===== config.mk =====
export PLATFORM = sky130hd
export DESIGN_NAME = alu_instr_sequencer
export DESIGN_NICKNAME = d
export VERILOG_FILES = /design/src/rtl/alu_instr_sequencer.sv
export SDC_FILE = /design/constraint.sdc
export NUM_CORES = 1
export LEC_CHECK = 0
export CORE_MARGIN = 2
export CORE_UTILIZATION = 40
export DETAILED_ROUTE_END_ITERATION = 8
export PLACE_DENSITY = 0.95
export REMOVE_ABC_BUFFERS = 1
export SETUP_SLACK_MARGIN = 0.5
export SYNTH_ARGS = -nofsm -noshare
export SYNTH_HDL_FRONTEND = slang
export SYNTH_SLANG_ARGS = --single-unit

===== constraint.sdc =====
create_clock -name clock -period 7.05 [get_ports clock]
set_input_delay 1.7625 -clock clock [delete_from_list [all_inputs] [get_ports clock]]
set_output_delay 1.7625 -clock clock [all_outputs]
set_load 0.01 [all_outputs]

===== src/rtl/alu_instr_sequencer.sv =====
// Control-step sequencer for register ALU instructions: fetches through MAR/MDR/IR,
// then emits per-step datapath strobes until done or illegal, then returns to idle.
module alu_instr_sequencer #(
  parameter int NUM_REGS = 16,
  parameter int INSTR_W  = 32,
  parameter int OPCODE_W = 5,
  parameter int MEM_WAIT = 1
) (
  input  logic                clock,
  input  logic                clear,
  input  logic                start,
  input  logic                mem_ready,
  input  logic [INSTR_W-1:0]  ir,
  output logic                busy,
  output logic                done,
  output logic                illegal,
  output logic                PCout,
  output logic                MARin,
  output logic                IncPC,
  output logic                PCin,
  output logic                Read,
  output logic                MDRin,
  output logic                MDRout,
  output logic                IRin,
  output logic                Yin,
  output logic                Zin,
  output logic                Zlowout,
  output logic                Zhighout,
  output logic                LOin,
  output logic                HIin,
  output logic [NUM_REGS-1:0] reg_out_sel,
  output logic [NUM_REGS-1:0] reg_in_sel,
  output logic [OPCODE_W-1:0] alu_op
);

  typedef enum logic [3:0] {
    S_IDLE, S_T0, S_T1, S_T2, S_T3, S_T4, S_T4U, S_T5, S_T6
  } state_t;

  state_t state, state_nxt;

  logic [OPCODE_W-1:0] opcode;
  logic [3:0]          ra, rb, rc;
  logic                is_binary, is_muldiv, is_unary, legal;
  logic                unused_ir_bits;

  assign opcode = ir[INSTR_W-1 -: OPCODE_W];
  assign ra     = ir[INSTR_W-OPCODE_W-1 -: 4];
  assign rb     = ir[INSTR_W-OPCODE_W-5 -: 4];
  assign rc     = ir[INSTR_W-OPCODE_W-9 -: 4];
  assign unused_ir_bits = ^ir[INSTR_W-OPCODE_W-13:0];

  assign is_binary = (opcode >= OPCODE_W'(3)) && (opcode <= OPCODE_W'(10));
  assign is_muldiv = (opcode == OPCODE_W'(15)) || (opcode == OPCODE_W'(16));
  assign is_unary  = (opcode == OPCODE_W'(17)) || (opcode == OPCODE_W'(18));

  // Only fields the instruction actually uses must name an existing register.
  assign legal = (is_binary && (32'(ra) < NUM_REGS) && (32'(rb) < NUM_REGS) && (32'(rc) < NUM_REGS))
              || ((is_muldiv || is_unary) && (32'(ra) < NUM_REGS) && (32'(rb) < NUM_REGS));

  function automatic logic [NUM_REGS-1:0] one_hot(input logic [3:0] idx);
    one_hot = {{(NUM_REGS-1){1'b0}}, 1'b1} << idx;
  endfunction

  always_ff @(posedge clock or posedge clear) begin
    if (clear) state <= S_IDLE;
    else       state <= state_nxt;
  end

  always_comb begin
    state_nxt = state;
    case (state)
      S_IDLE: if (start) state_nxt = S_T0;
      S_T0:   state_nxt = S_T1;
      S_T1:   if (!(MEM_WAIT != 0 && !mem_ready)) state_nxt = S_T2;
      S_T2:   state_nxt = S_T3;
      S_T3: begin
        if (!legal)        state_nxt = S_IDLE;
        else if (is_unary) state_nxt = S_T4U;
        else               state_nxt = S_T4;
      end
      S_T4:   state_nxt = S_T5;
      S_T4U:  state_nxt = S_IDLE;
      S_T5:   state_nxt = is_muldiv ? S_T6 : S_IDLE;
      S_T6:   state_nxt = S_IDLE;
      default: state_nxt = S_IDLE;
    endcase
  end

  // Moore strobes: decoded from the state register and ir only.
  always_comb begin
    busy = (state != S_IDLE);
    done = 1'b0;   illegal = 1'b0;
    PCout = 1'b0;  MARin = 1'b0;  IncPC = 1'b0;  PCin = 1'b0;
    Read = 1'b0;   MDRin = 1'b0;  MDRout = 1'b0; IRin = 1'b0;
    Yin = 1'b0;    Zin = 1'b0;    Zlowout = 1'b0; Zhighout = 1'b0;
    LOin = 1'b0;   HIin = 1'b0;
    reg_out_sel = '0;
    reg_in_sel  = '0;
    alu_op      = '0;
    case (state)
      S_T0: begin
        PCout = 1'b1; MARin = 1'b1; IncPC = 1'b1; Zin = 1'b1;
      end
      S_T1: begin
        Zlowout = 1'b1; PCin = 1'b1; Read = 1'b1; MDRin = 1'b1;
      end
      S_T2: begin
        MDRout = 1'b1; IRin = 1'b1;
      end
      S_T3: begin
        if (!legal) begin
          illegal = 1'b1;
        end else if (is_unary) begin
          reg_out_sel = one_hot(rb);
          alu_op      = opcode;
          Zin         = 1'b1;
        end else begin
          reg_out_sel = is_muldiv ? one_hot(ra) : one_hot(rb);
          Yin         = 1'b1;
        end
      end
      S_T4: begin
        reg_out_sel = is_muldiv ? one_hot(rb) : one_hot(rc);
        alu_op      = opcode;
        Zin         = 1'b1;
      end
      S_T4U: begin
        Zlowout    = 1'b1;
        reg_in_sel = one_hot(ra);
        done       = 1'b1;
      end
      S_T5: begin
        Zlowout = 1'b1;
        if (is_muldiv) begin
          LOin = 1'b1;
        end else begin
          reg_in_sel = one_hot(ra);
          done       = 1'b1;
        end
      end
      S_T6: begin
        Zhighout = 1'b1; HIin = 1'b1; done = 1'b1;
      end
      default: ;
    endcase
  end

endmodule


==> results.cfg <==
[status]
outcome = completed

[sta]
timing.final.crit_share = 0.898
worst_pin_slew_ns = 1.21
finalClockSkew_ns = 0.00201
finalSetupViolations = 0
fmaxAchievable_mhz = 158
min_period_ns = 6.33
rsz0062_at_grt = false
timing.slew.headroom = 0.194
final_hold_viol_count = 0
tns_ns = 0
slew_viol_final = 0
fin_ws_ns = 0.721

[clock_network]
ctsLongestPathBuffers = 2
cts_made_buffers = 3
worstSkewPairLatency_ns = 0.25
numClockSinks = 4
htreeDepth = 1
cts_hold_buffers = 0
cts_tree = built
clkTransAtPathRegs_ns = 0.04
cts_setup_buffers = 0
clock_tree.root_cell = clkbuf_4

[yosys]
syn_area_per_cell_um2 = 5.99
synthSimpleGateAreaFrac = 0.547
ys_seq_area_frac = 0.0733
syn-cell-area_um2 = 1370
synthXorXnorAreaFrac = 0.00641
synth_seq_cells = 4
synth_fa_ha_area_frac = 0
synth_edf_count = 0
muxShareOfSynthArea = 0
synth_cell_types = 39
synthArstFlopShare = 1.00
syn-instance-count = 228
synth_compound_area_frac = 0.261
synth_ff_type = dfrtp_1
synth_top_family_by_area = simple AND/OR/NAND/NOR gates
synth_warnings = 0

[layout]
drive_above_1_share = 0.0324
finish.utilization = 0.620
fin_cells = 324
final_net_count = 316
final_common_cell = clkdlybuf4s50_1
largest_reg_flops = 4
regMostFlops = state
final_cell_mix = clkdlybuf4s50_1, nor2_1, nand4_1
largest_registers = state: 4 flops
antennaDiodeCount = 0
syn_to_final_growth_pct = 50.3

[min_path]
hold_class = reg -> reg

[global_routing]
grt_pass1_vias = 1652
grt_max_degree = 36
track_usage = 0.213
met3_usage = 0.0432
grt_use_met1 = 0.276
grt_pass1_wl_mm = 7.04
gr-total-overflow = 0
grt_use_met2 = 0.347
antenna_found_initial = 0
busiest_layer = met2

[floorplan]
start_util = 0.413
die-width_um = 62.4
fp.dieH_um = 62.4
die-area_um2 = 3900
coreArea_um2 = 3310
io_pins = 90
placementRows = 21

[drt]
drc_errors = 0
ant_nets = 0
wirelength_mm = 4.54
first_pass_iters = 4
avgViaCountPerCell = 5.90
vias = 1913
wl_per_cell_um = 14.0
drt_iter0_markers = 156

[place]
port_buffers = 74
hpwl_mm = 3.28
post-place-ws_ns = 0.720
dp_cells = 321
place.gp.congestion = 0.895

[setup_path]
crit_fanout = 35
rrSetupSlack_ns = 5.55
critPathRequiredTime_ns = 5.29
cp-end-kind = primary output
arrival_ns = 4.57
worstSetupStartpointType = input port
critical_path_class = in -> out

[pwr]
power.density_nw_per_um2 = 158
leakage_nw = 0.667
vdd_drop_max_mv = 0.164

[job]
maxCapViolCount = 0
[what timing repair did]
action                                  4_1_cts  5_1_grt
endpoints found under the setup margin        0        7
gates resized for setup                       0        1
endpoints found under the hold margin         0        0
[logic make-up after synthesis]
logic type / count (synthesis)
AO/OA/AOI/OAI: 53
buffers and inverters: 30
XOR/XNOR: 1
flip-flops: 4
AND/OR/NAND/NOR: 140
[layout make-up]
class                           instances  area (µm²)
Fill cell                             305        1260
Multi-Input combinational cell        194        1120
Timing Repair Buffer                   74         741
Sequential cell                         4         100
Tap cell                               46        57.6
Clock buffer                            3        22.5
Inverter                                3        11.3
[cells in the mapped netlist, types with 2 or more instances]
cell type	number	area [µm²]
a21oi_1	24	120
a22oi_1	2	15.0
a31oi_1	5	31.3
a32oi_1	10	87.6
and2_1	10	62.6
buf_1	3	11.3
buf_2	6	30.0
buf_4	7	52.6
clkbuf_1	10	37.5
dfrtp_1	4	100
inv_1	3	11.3
nand2_1	19	71.3
nand2b_1	10	62.6
nand3_1	6	30.0
nand4_1	25	156
nand4b_1	2	17.5
nor2_1	32	120
nor2b_1	11	68.8
nor3_1	15	75.1
o21ai_0	4	20.0
o31ai_1	2	15.0
[per-layer routing]
metal  wire (µm)  part of all wire  up-vias
li1            -                 -      941
met5           0                 0        -
met3         462              0.10       13
met1        1880              0.41      855
met2        2120              0.47      104
met4          77             0.017        0
[critical path: stages]
cell and delay [ns]:
clkdlybuf4s50_1 0.51, or3b_1 0.24, o32a_1 0.95, o21a_4 0.24, nand2_1 0.11, nor3_1 0.16, clkdlybuf4s50_1 0.57
[metrics by stage]
step | total power, mW | hold slack [ns] | cell area (µm²)
finish | 0.325 | 0.614 | 2050
global route | 0.348 | 0.676 | 2050
CTS | 0.323 | 0.611 | 2040
detailed placement | 0.290 | 0.600 | 2020
global placement | 0.286 | 0.594 | 2020
floorplan | 0.170 | 0.528 | 1220
[worst paths after layout]
check	startpoint	to	depth (start not counted)
max	ir[31]	reg_in_sel[12]	7
min	state[3]	state[2]	1
max reg2reg	state[2]	state[0]	4
min reg2reg	state[3]	state[2]	1
max in group asynchronous	clear	state[1]	2
min in group asynchronous	clear	state[0]	2
[report_power, final]
group	internal (mW)	switching [mW]
Sequential	0.0308	0.0214
Clock	0.0192	0.0119
Combinational	0.121	0.121
Power figures use the tool's default switching activity.
